$ cat src/rtl/led_breather_pkg.sv
// Shared definitions for the breathing-LED driver: phase encodings, clock default, width helper.
// Latency: n/a; no backpressure.
package led_breather_pkg;

  localparam int CLK_HZ_DEFAULT = 12_000_000;

  typedef enum logic [1:0] {
    PH_RISE    = 2'd0,
    PH_HOLD_HI = 2'd1,
    PH_FALL    = 2'd2,
    PH_HOLD_LO = 2'd3
  } phase_t;

  // Counter width able to hold 0..n-1, never narrower than one bit.
  function automatic int cnt_width(input int n);
    return (n > 1) ? $clog2(n) : 1;
  endfunction

endpackage

$ cat src/rtl/led_breather_if.sv
// LED-side bundle of the breather: enable in, PWM pad output and debug duty/phase out.
// Latency: n/a; no backpressure.
interface led_breather_if
  import led_breather_pkg::*;
#(
  parameter int PWM_BITS = 8
);

  logic                en;
  logic                LED;
  logic [PWM_BITS-1:0] duty;
  phase_t              phase;

  modport master (input en, output LED, duty, phase);
  modport slave  (output en, input LED, duty, phase);

endinterface

$ cat src/rtl/led_breather_tick_prescaler.sv
// Divides clk down to a one-cycle tick every DIV cycles; clr restarts the count.
// Latency: tick is combinational from the counter; no backpressure.
module tick_prescaler
  import led_breather_pkg::*;
#(
  parameter int DIV = 24_000
) (
  input  logic clk,
  input  logic rst,
  input  logic clr,
  output logic tick
);

  localparam int          W    = cnt_width(DIV);
  localparam logic [W-1:0] LAST = W'(DIV - 1);

  logic [W-1:0] presc_cnt;

  always_ff @(posedge clk or posedge rst) begin
    if (rst) begin
      presc_cnt <= '0;
    end else if (clr || presc_cnt == LAST) begin
      presc_cnt <= '0;
    end else begin
      presc_cnt <= presc_cnt + 1'b1;
    end
  end

  assign tick = (presc_cnt == LAST);

endmodule

$ cat src/rtl/led_breather.sv
// Breathing-LED PWM driver: duty ramps up, holds, ramps down, holds, forever.
// Latency: LED registered one cycle after the compare; no backpressure, en low restarts.
module led_breather
  import led_breather_pkg::*;
#(
  parameter int CLK_HZ     = CLK_HZ_DEFAULT,
  parameter int STEP_HZ    = 500,
  parameter int PWM_BITS   = 8,
  parameter int HOLD_STEPS = 64
) (
  input  logic           clk,
  input  logic           rst,
  led_breather_if.master bus
);

  localparam int                  DIV       = CLK_HZ / STEP_HZ;
  localparam int                  HW        = cnt_width(HOLD_STEPS);
  localparam logic [PWM_BITS-1:0] MAXD      = '1;
  localparam logic [PWM_BITS-1:0] RISE_LAST = MAXD - 1'b1;
  localparam logic [PWM_BITS-1:0] FALL_LAST = PWM_BITS'(1);
  localparam logic [HW-1:0]       HOLD_LAST = HW'(HOLD_STEPS - 1);

  logic                step_tick;
  logic [PWM_BITS-1:0] pwm_cnt;
  logic [PWM_BITS-1:0] duty;
  logic [PWM_BITS-1:0] duty_sh;
  logic [HW-1:0]       hold_cnt;
  phase_t              phase;
  logic                led;

  tick_prescaler #(.DIV(DIV)) u_presc (
    .clk  (clk),
    .rst  (rst),
    .clr  (~bus.en),
    .tick (step_tick)
  );

  // Duty is shadowed only at the period boundary so a period never changes shape.
  always_ff @(posedge clk or posedge rst) begin
    if (rst) begin
      pwm_cnt <= '0;
      duty_sh <= '0;
      led     <= 1'b0;
    end else if (!bus.en) begin
      pwm_cnt <= '0;
      duty_sh <= '0;
      led     <= 1'b0;
    end else begin
      pwm_cnt <= pwm_cnt + 1'b1;
      if (pwm_cnt == MAXD) begin
        duty_sh <= duty;
      end
      led <= (pwm_cnt < duty_sh);
    end
  end

  always_ff @(posedge clk or posedge rst) begin
    if (rst) begin
      phase    <= PH_RISE;
      duty     <= '0;
      hold_cnt <= '0;
    end else if (!bus.en) begin
      phase    <= PH_RISE;
      duty     <= '0;
      hold_cnt <= '0;
    end else if (step_tick) begin
      case (phase)
        PH_RISE: begin
          duty <= duty + 1'b1;
          if (duty == RISE_LAST) begin
            phase    <= PH_HOLD_HI;
            hold_cnt <= '0;
          end
        end
        PH_HOLD_HI: begin
          if (hold_cnt == HOLD_LAST) begin
            phase <= PH_FALL;
          end else begin
            hold_cnt <= hold_cnt + 1'b1;
          end
        end
        PH_FALL: begin
          duty <= duty - 1'b1;
          if (duty == FALL_LAST) begin
            phase    <= PH_HOLD_LO;
            hold_cnt <= '0;
          end
        end
        PH_HOLD_LO: begin
          if (hold_cnt == HOLD_LAST) begin
            phase <= PH_RISE;
          end else begin
            hold_cnt <= hold_cnt + 1'b1;
          end
        end
        default: begin
          phase <= PH_RISE;
        end
      endcase
    end
  end

  assign bus.LED   = led;
  assign bus.duty  = duty;
  assign bus.phase = phase;

endmodule

$ cat src/flat_wrapper.sv
// flat-port wrapper written by rule: the top's interface ports become plain ports
module led_breather_flat import led_breather_pkg::*;
#(
  parameter int CLK_HZ     = CLK_HZ_DEFAULT,
  parameter int STEP_HZ    = 500,
  parameter int PWM_BITS   = 8,
  parameter int HOLD_STEPS = 64
)
  (clk, rst, bus_en, bus_LED, bus_duty, bus_phase);
  led_breather_if #(.PWM_BITS(PWM_BITS)) bus_i ();
  input  logic clk;
  input  logic rst;
  input wire logic [$bits(bus_i.en)-1:0] bus_en;
  output wire logic [$bits(bus_i.LED)-1:0] bus_LED;
  output wire logic [$bits(bus_i.duty)-1:0] bus_duty;
  output wire logic [$bits(bus_i.phase)-1:0] bus_phase;
  assign bus_i.en = bus_en;
  assign bus_LED = bus_i.LED;
  assign bus_duty = bus_i.duty;
  assign bus_phase = bus_i.phase;
  led_breather #(.CLK_HZ(CLK_HZ), .STEP_HZ(STEP_HZ), .PWM_BITS(PWM_BITS), .HOLD_STEPS(HOLD_STEPS)) u_core (.clk(clk), .rst(rst), .bus(bus_i));
endmodule
$ cat config.mk
export PLATFORM = sky130hd
export DESIGN_NAME = led_breather_flat
export DESIGN_NICKNAME = d
export VERILOG_FILES = /design/src/rtl/led_breather_pkg.sv /design/src/rtl/led_breather_if.sv /design/src/rtl/led_breather_tick_prescaler.sv /design/src/rtl/led_breather.sv /design/src/flat_wrapper.sv
export SDC_FILE = /design/constraint.sdc
export NUM_CORES = 1
export LEC_CHECK = 0
export CAP_MARGIN = 0
export CORE_ASPECT_RATIO = 0.6
export CORE_UTILIZATION = 40
export CTS_CLUSTER_SIZE = 28
export DETAILED_ROUTE_END_ITERATION = 8
export GPL_TIMING_DRIVEN = 0
export SLEW_MARGIN = 10
export SYNTH_ARGS = -nofsm -noshare
export SYNTH_HDL_FRONTEND = slang
export SYNTH_SLANG_ARGS = --single-unit
export TNS_END_PERCENT = 100
$ cat constraint.sdc
create_clock -name clk -period 2.8 [get_ports clk]
set_clock_uncertainty 0.2 [all_clocks]
set_input_delay 0.56 -clock clk [delete_from_list [all_inputs] [get_ports clk]]
set_output_delay 0.56 -clock clk [all_outputs]
set_load 0.1 [all_outputs]
# == Yosys cells after proc, flatten, opt, wreduce, memory -nomap -nowiden ==
# Index checks and enable logic that the tools add are counted.
# totals
reg_bits,48
in_bits,3
out_inout_bits,11
elab_cells,57
# op_classes
addsub,5
magnitude_cmp,1
n_eq_ne,16
n_mux,21
bitwise_logic,1
n_reduce_logical,6
# ops
operator,n
8-bit 2-to-1 mux,5
6-bit 2-to-1 mux,5
6-bit case mux with 3 select lines,1
8-bit by 1-bit adder with 8-bit output (second input constant),2
8-bit == test (second input constant),2
8-bit case mux with 2 select lines,1
15-bit by 1-bit adder with 15-bit output (second input constant),1
15-bit == test (second input constant),1
15-bit 2-to-1 mux,1
2-bit 2-to-1 mux,6
3-bit by 2-bit != test with 1-bit output (second input constant),4
8-bit by 1-bit == test with 1-bit output (second input constant),1
8-bit less-than comparator,1
2-bit case mux with 4 select lines,1
8-bit by 1-bit subtractor with 8-bit output (second input constant),1
6-bit by 1-bit adder with 6-bit output (second input constant),1
6-bit == test (second input constant),1
5-bit AND reduction,1
2-bit == test (second input constant),2
2-bit by 1-bit != test with 1-bit output (second input constant),2
4-bit AND reduction,1
3-bit by 1-bit != test with 1-bit output (second input constant),1
3-bit != test (second input constant),1
2-bit by 1-bit == test with 1-bit output (second input constant),1
other kinds (6),6

# == Logic depth before layout (Yosys ltp) ==
# Gate-level depths: netlist (run 1).
# logic_depth
ltp_word,5
ltp_mapped,7
depth_no_buf,7

# == By module ==
# A second synthesis (run 1) with hierarchy kept.
# unflattened
cells_unflattened,277
area_unflattened_um2,2726.4
# modules_own_cells
mod,instances,cells_per_inst,area_per_inst_um2,seq_area_each_um2
led_breather,1,201,1984.4,825.8
tick_prescaler,1,76,742.0,375.4

# == Worst setup path after synthesis (run 1) ==
# Ideal clock, no wire load.
# synth_path
path_kind,flip-flop to flip-flop
start,"reg u_core.duty[3], in the netlist u_core.bus.duty[3]"
end,reg u_core.hold_cnt[4]
setup_ns,0.136
arrival_time_ns,2.633
required_ns,2.464
setup_slack_ns,-0.169
stages_incl_launch_ff,7
n_path_buf,1
synth_period_minus_slack_ns,2.969
cell_sequence,dfrtp_1 > buf_2 > or4_4 > o41ai_1 > nand4_1 > nand3_1 > or3b_2
# synth_via
elab_chain_cells,3
word_cells_on_any_way,5
classes_between,eq/ne (4); reduce/logical (1)
# synth_lines
element,line_no,text
start: declaration,led_breather.sv:25,logic [PWM_BITS-1:0] duty;
start signal: assignment,led_breather.sv:69,duty <= duty + 1'b1;
start signal: assignment,led_breather.sv:83,duty <= duty - 1'b1;
8-bit by 1-bit == test with 1-bit output or 8-bit == test (tied branches),"led_breather.sv:84, led_breather.sv:70",
3-bit by 2-bit != test with 1-bit output (no source line),-,
4-bit AND reduction (no source line) *,-,
end signal: assignment,led_breather.sv:79,hold_cnt <= hold_cnt + 1'b1;
end signal: assignment,led_breather.sv:93,hold_cnt <= hold_cnt + 1'b1;
end: declaration,led_breather.sv:27,logic [HW-1:0] hold_cnt;
# Every way passes the cells marked *; elsewhere a longest branch is shown, timed or not.
# A chain may end at the register's enable or synchronous reset.

# == Worst setup path in the final report (run 1) ==
# layout_path
start,"reg u_core.duty[0], in the netlist u_core.bus.duty[0]"
end,out bus_duty[0]
# layout_lines
element,line_no,text
end: declaration,flat_wrapper.sv:15,output wire logic [$bits(bus_i.duty)-1:0] bus_duty;
# No word-level cell between the ends.

==> summary.md, run 1 <==
| Metric | Value |
|---|---|
| Seq/Total Area, Yosys | 43.66% |
| Worst-margin pin slew | a little under 1000 ps |
| Area leader, netlist | dfrtp_1 |
| Post-synth ARST share | 100.0% |
| Pre-CTS setup slack | -79.25 ps |
| Hold Fails Final Rpt | 0 |
| Die height | around 66 µm |
| Avg Inst Size Synth | around 9.6 µm² |
| Post-Synth Simple-Gate Area | 24.69% |
| Final wirelength | 5780 µm |
| Largest family of logic cells by synthesized area | simple AND/OR/NAND/NOR gates |
| Post-Synth Adder-Cell Area | under 10% |
| Count of cell types in the netlist | 43 |
| Residual DRC | 0 |
| Per-cell routed wire length | 14.67 µm |
| Synth top area cells | dfrtp_1, ha_1, mux2i_1 |
| Hold endpoint | u_core.u_presc.presc_cnt[0] |
| RSZ-0062 raised after global routing | no |
| Mapped Cells | 288 |
| CTS tree | built |
| Synthesized-area fraction occupied by xor and xnor cells | 5.093% |
| GP Congestion | 0.7762 |
| Post-synthesis cell area | between 2000 and 3000 µm² |
| Worst vdd rail ir drop | 638.0 µV |
| Detailed Routing Iterations Pass 1 | 4 |
| Post-synth top cells | dfrtp_1, nand2_1, nor2_1 |
| CP bufs+invs | 1 |
| Num rows | 22 |
| Hold path depth | 1 |
| Top cell family by delay on the critical path | buffers and inverters |
| Max-slew violations | 0 |
| Clock sinks | 48 |
| Area occupied by multi-input gates | approximately 1500 µm² |
| Post-synth EDFFs | 0 |
| Core ar. | 6359 µm² |
| Placed cell count | 385 |
| CTS root buffer | clkbuf_16 |
| FF-to-FF setup slack | 190 ps |
| Die Wd | 109.1 µm |
| First-pass GRT wire length | about 10000 µm |
| Max incr delay on CP | 1190 ps |
| Status | complete, no violations |
| Yosys reg bits | 48 |
| Worst Min Path Start | u_core.u_presc.presc_cnt[0] |
| Critical setup path kind | reg2out |
| Gr ovfl total | 0 |
| Worst-path fanout max | 8 |
| Ratio of cells with drive above 1 in the final layout | 10.00% |
| Crit-path slowest cell | clkdlybuf4s50_1 |
| Post-route ant nets | 0 |
| Syn nets | 309 |
| Cts bufs inserted | 5 |
| WP data required | 2040 ps |
| Critical path data arrival time | around 2000 ps |
| Cell Pwr Density | ~660 nW/µm² |
| Largest net degree at the start of global routing | 32 |
| Vias in the first global route | 1989 |
| Cell with the most instances after synthesis | dfrtp_1 |
| Register area | 1209 µm² |
| Final Power | 2.090 mW |
| Max Clk Rate | 366.4 MHz |
| Reg2Reg Depth | 7 |
| Io pins | 14 |
| Detailed-route via count | 2016 |
| CTS Hold Buffers Added | 0 |
| Yosys top cell area share | 43.66% |
| Max Cap Violations | 0 |
| Worst r2r src | u_core.bus.duty[2] |
| Via density | 5.117 |
| Half-perimeter wire length after detailed placement | around 4300 µm |
| Final worst setup slack | 70.60 ps |
| CP Capture Type | output port |
| Initial antenna violation count | 0 |
| Fin nets | 330 |
| CTS H-tree lvls | 2 |
| Leak pwr | 1.318 nW |
| Minimum clock period | 2729 ps |
| Fin cells | 394 |
| Min-delay worst type | reg2reg |
| Final setup fails | 0 |
| Startpoint Class | flop |
| Fin crit share | 97.48% |
| Fin Setup TNS | 0 ps |
| CTS Buffer Depth | 2 |
| I/O Buffers | 12 |
| Fillers | 577 |
| Mux cell area share after synthesis | 6.230% |
| Ys Warns | 0 |
| Ys flop type | dfrtp_1 |
| Clock transition at path regs | 60 ps |
| Compound-Gate Fraction of Synth Area | between 8 and 9% |
| Clk_lat worst skew | 290 ps |
| Inserted Diodes | 0 |
| Cell Chain, Critical Path | clkdlybuf4s50_1 |
| Reg2reg end | u_core.hold_cnt[4] |
| Die ar. | 7225 µm² |
| GRT Total Usage | between 10% and 20% |
| Drt initial violations | 79 |
| Initial core utilization | 43.27% |
| Max-slew headroom | between 30% and 40% |
| Area Overhead vs Synth | 15.33% |
[worst max-delay path by stage]
stage	from	slack (ps)	cells after the start	end
CTS	u_core.bus.duty[6]	40	1	bus_duty[6]
global route	u_core.bus.duty[0]	30	1	bus_duty[0]
floorplan	u_core.bus.duty[0]	-40	6	u_core.hold_cnt[4]
detailed placement	u_core.bus.duty[2]	-80	6	u_core.hold_cnt[4]
global placement	rst	-320	2	u_core.bus.phase[1]
finish	u_core.bus.duty[0]	70	1	bus_duty[0]
[report_power, final]
part | internal (mW) | switching (mW)
Clock | 0.352 | 0.257
Sequential | 0.745 | 0.0771
Combinational | 0.197 | 0.461
[metal layers]
metal,up-vias,routed length [µm],global-route usage [%]
met5,-,0,0
met4,0,40,4.054
met3,5,194,3.842
met2,23,2094,24.69
met1,961,3450,30.64
li1,1027,-,-
[through the flow]
stage	hold WS, ps	cell area, µm²	utilization [%]
finish	290.0	3173	49.90
global route	300.6	3173	49.90
CTS	285.6	3161	49.70
detailed placement	274.4	3004	47.25
global placement	279.6	2984	46.93
floorplan	232.9	2759	-
[sequential cells by signal, summed over array words and instances (netlist names)]
signal and flops:
u_core.bus.phase 2, u_core.hold_cnt 6, u_core.bus.LED 1, u_core.bus.duty 8, u_core.duty_sh 8, u_core.pwm_cnt 8, u_core.u_presc.presc_cnt 15
[cell type report]
class / instances / share of cell area [%]
clock buffer: 6 / 4.377
timing repair buffer: 14 / 4.732
inverter: 17 / 2.011
clock inverter: 2 / 0.3155
multi-input combinational: 215 / 46.18
tap: 84 / 3.312
buffer: 8 / 0.9858
sequential: 48 / 38.09
[what timing repair did]
item | CTS | global route
buffers inserted | 1 | 0
setup endpoints to repair | 3 | 3
hold endpoints to repair | 0 | 0
pin swaps | 1 | 0
resized for setup | 0 | 3
[placed cells by master, fill, tap and decap left out, drive strengths merged, types with 5 or more instances in the layout]
cell type	n
nand2	29
a21oi	6
clkdlybuf4s50	11
xor2	7
nand4	6
and2	9
inv	17
ha	18
or3	9
xnor2	9
nand3	18
o21ai	14
nand2b	8
nor2	20
mux2i	16
clkbuf	13
a21boi	5
nor2b	10
dfrtp	48
[logic make-up (layout without fill, tap and decap cells)]
kind of cell	count (synthesis)	after routing
flops	48	48
mux	17	17
buf+inv	25	47
compound gates	37	37
xor+xnor	16	16
fa+ha+maj	18	18
simple gates	127	127
Note: power is estimated with default switching activity, not from simulation.
==> inputs of run 2 (changes only) <==
--- a/config.mk
+++ b/config.mk
@@ -11,7 +11,6 @@
 export CTS_CLUSTER_SIZE = 28
 export DETAILED_ROUTE_END_ITERATION = 8
 export GPL_TIMING_DRIVEN = 0
-export SLEW_MARGIN = 10
 export SYNTH_ARGS = -nofsm -noshare
 export SYNTH_HDL_FRONTEND = slang
 export SYNTH_SLANG_ARGS = --single-unit
==> constraint.sdc (replaced) <==
create_clock -name clk -period 2.4 [get_ports clk]
set_clock_uncertainty 0.2 [all_clocks]
set_input_delay 0.48 -clock clk [delete_from_list [all_inputs] [get_ports clk]]
set_output_delay 0.48 -clock clk [all_outputs]
set_load 0.1 [all_outputs]
==> run 2 against run 1 <==
The run now ends with negative setup slack left. Total power grew 21%. Via count increased by 5.9%. First-iteration DRC count is 66% higher. Largest cell class unchanged.
==> summary.md, run 2 (synthesis results as in run 1) <==
| Metric | Value |
|---|---|
| Residual DRC | 0 (unchanged) |
| Startpoint Class | flop (unchanged) |
| Largest register by flop count | u_core.u_presc.presc_cnt (unchanged) |
| Cts bufs inserted | 5 (unchanged) |
| CTS tree | built (unchanged) |
| Detailed Routing Iterations Pass 1 | 4 (unchanged) |
| Fin nets | 337 (was 330) |
| Worst r2r src | u_core.bus.duty[3] (was u_core.bus.duty[2]) |
| I/O Buffers | 12 (unchanged) |
| Worst-margin pin slew | 966.9 ps (was 966.5 ps) |
| Core ar. | 6359 µm² (unchanged) |
| CTS H-tree lvls | 2 (unchanged) |
| CTS Buffer Depth | 2 (unchanged) |
| Pre-CTS setup slack | -289.9 ps (was -79.25 ps) |
| Leak pwr | 1.391 nW (was 1.318 nW) |
| Post-route ant nets | 0 (unchanged) |
| WP data required | 2370 ps (was 2040 ps) |
| Min-delay worst type | in2async (was reg2reg) |
| Minimum clock period | 2522 ps |
| Area Overhead vs Synth | 21.42% (was 15.33%) |
| Ratio of cells with drive above 1 in the final layout | 17.67% (was 10.00%) |
| Via density | 5.324 (was 5.117) |
| Worst-path fanout max | 7 (was 8) |
| Max reg flops | 15 (unchanged) |
| Max Cap Violations | 0 (unchanged) |
| Fillers | 563 (was 577) |
| Register area | 1219 µm² (was 1209 µm²) |
| CP Capture Type | flop (was output port) |
| Reg2Reg Depth | 7 (unchanged) |
| Hold Fails Final Rpt | 0 (unchanged) |
| CTS Hold Buffers Added | 0 (unchanged) |
| Most common cell after layout, fill and taps aside | dfrtp_1 (unchanged) |
| FF-to-FF setup slack | -120 ps (was 190 ps) |
| Critical setup path kind | reg2reg (was reg2out) |
| Num rows | 22 (unchanged) |
| Max-slew headroom | 35.80% (was 35.36%) |
| Most frequent cells in the layout | dfrtp_1, nand2_1, nor2_1, nand3_1 (was dfrtp_1, nand2_1, nor2_1, nand3_1, ha_1) |
| Cell Chain, Critical Path | or4_4 -> o41ai_4 -> nand4_1 -> buf_6 -> buf_6 -> o211ai_1 -> o31ai_2 (was clkdlybuf4s50_1) |
| Gr ovfl total | 0 (unchanged) |
| Die ar. | 7225 µm² (unchanged) |
| Inserted Diodes | 0 (unchanged) |
| Worst vdd rail ir drop | 446.4 µV (was 638.0 µV) |
| Reg2reg end | u_core.hold_cnt[3] (was u_core.hold_cnt[4]) |
| Max incr delay on CP | 550 ps (was 1190 ps) |
| Top cell family by delay on the critical path | simple AND/OR/NAND/NOR gates (was buffers and inverters) |
| Cell Pwr Density | 756.1 nW/µm² (was 658.7 nW/µm²) |
| Detailed-route via count | 2135 (was 2016) |
| Critical path data arrival time | 2490 ps (was 1970 ps) |
| Status | finished with violations (was complete, no violations) |
| Vias in the first global route | 1957 (was 1989) |
| Initial antenna violation count | 0 (unchanged) |
| Fin crit share | 105.1% |
| Io pins | 14 (unchanged) |
| Final setup fails | 6 (was 0) |
| GP Congestion | 0.7885 (was 0.7762) |
| CTS root buffer | clkbuf_16 (unchanged) |
| Fin Setup TNS | -425.6 ps (was 0 ps) |
| CP bufs+invs | 2 (was 1) |
| Clock transition at path regs | 70 ps (was 60 ps) |
| Die height | 66.24 µm (unchanged) |
| Die Wd | 109.1 µm (unchanged) |
| Failing checks | negative setup slack |
| RSZ-0062 raised after global routing | yes (was no) |
| Largest net degree at the start of global routing | 37 (was 32) |
| Final wirelength | 6143 µm (was 5780 µm) |
| GRT Total Usage | 19.24% (was 18.91%) |
| Final worst setup slack | -121.9 ps (was 70.60 ps) |
| Max Clk Rate | just under 400 MHz |
| Max-slew violations | 0 (unchanged) |
| Half-perimeter wire length after detailed placement | 4298 µm (was 4260 µm) |
| Drt initial violations | 131 (was 79) |
| Clk_lat worst skew | 290 ps (about the same) |
| Crit-path slowest cell | or4_4 (was clkdlybuf4s50_1) |
| CP dominant cell by count | buf_6 |
| Clock sinks | 48 (unchanged) |
| Area occupied by multi-input gates | 1565 µm² (was 1465 µm²) |
| First-pass GRT wire length | 10290 µm (was 10330 µm) |
| Initial core utilization | 43.27% (unchanged) |
| Per-cell routed wire length | 15.32 µm (was 14.67 µm) |
-- run 2: worst max-delay path by stage --
stage                                           start             endpoint  slack [ps]  cells past startpoint
after floorplan                    u_core.bus.duty[3]   u_core.hold_cnt[4]        -210                      6
after global placement                            rst  u_core.bus.phase[1]        -780                      2
after detailed placement  u_core.u_presc.presc_cnt[6]   u_core.hold_cnt[3]        -290                      5
after CTS                          u_core.bus.duty[3]   u_core.hold_cnt[4]        -110                      7
after global routing               u_core.bus.duty[5]   u_core.hold_cnt[4]        -210                      6
final                              u_core.bus.duty[3]   u_core.hold_cnt[3]        -120                      7
-- run 2: routing by layer --
metal | vias to the layer above | GRT usage, % | part of all wire, %
li1 | 1048 | - | -
met1 | 1035 | 30.78 | 56
met2 | 44 | 24.29 | 38
met3 | 8 | 4.138 | 4.7
met4 | 0 | 6.588 | 1.3
met5 | - | 0 | 0
-- run 2: where the power goes --
part	switching [mW]	internal, mW	total [mW]
clock network	0.296	0.444	0.740
registers	0.103	0.879	0.981
logic	0.563	0.241	0.805
-- run 2: through the flow --
stage	hold slack [ps]	instance area, µm²	utilization (%)	std cells	total power [mW]
after global placement	248.0	3017	47.44	384	1.750
final	249.8	3341	52.54	401	2.526
after detailed placement	254.5	3037	47.76	385	1.762
after floorplan	232.9	2791	-	288	1.565
after CTS	264.8	3268	51.40	400	2.524
after global routing	287.0	3341	52.54	401	2.648
-- run 2: timing repair --
action                     CTS  global route
pin swaps                    7             8
resized for setup           18            21
buffers inserted             7             3
setup endpoints to repair   31            11
-- run 2: worst register-to-register path, cell delays in order (launching register included) --
cell and delay [ps]:
dfrtp_4 510, or4_4 550, o41ai_4 390, nand4_1 150, buf_6 170, buf_6 120, o211ai_1 200, o31ai_2 110
-- run 2: final cells by class --
type,instances,share of cell area [%]
Multi-Input combinational cell,215,46.85
Sequential cell,48,36.48
Inverter,17,1.985
Clock buffer,8,4.682
Timing Repair Buffer,23,6.142
Tap cell,84,3.146
Buffer,6,0.7116
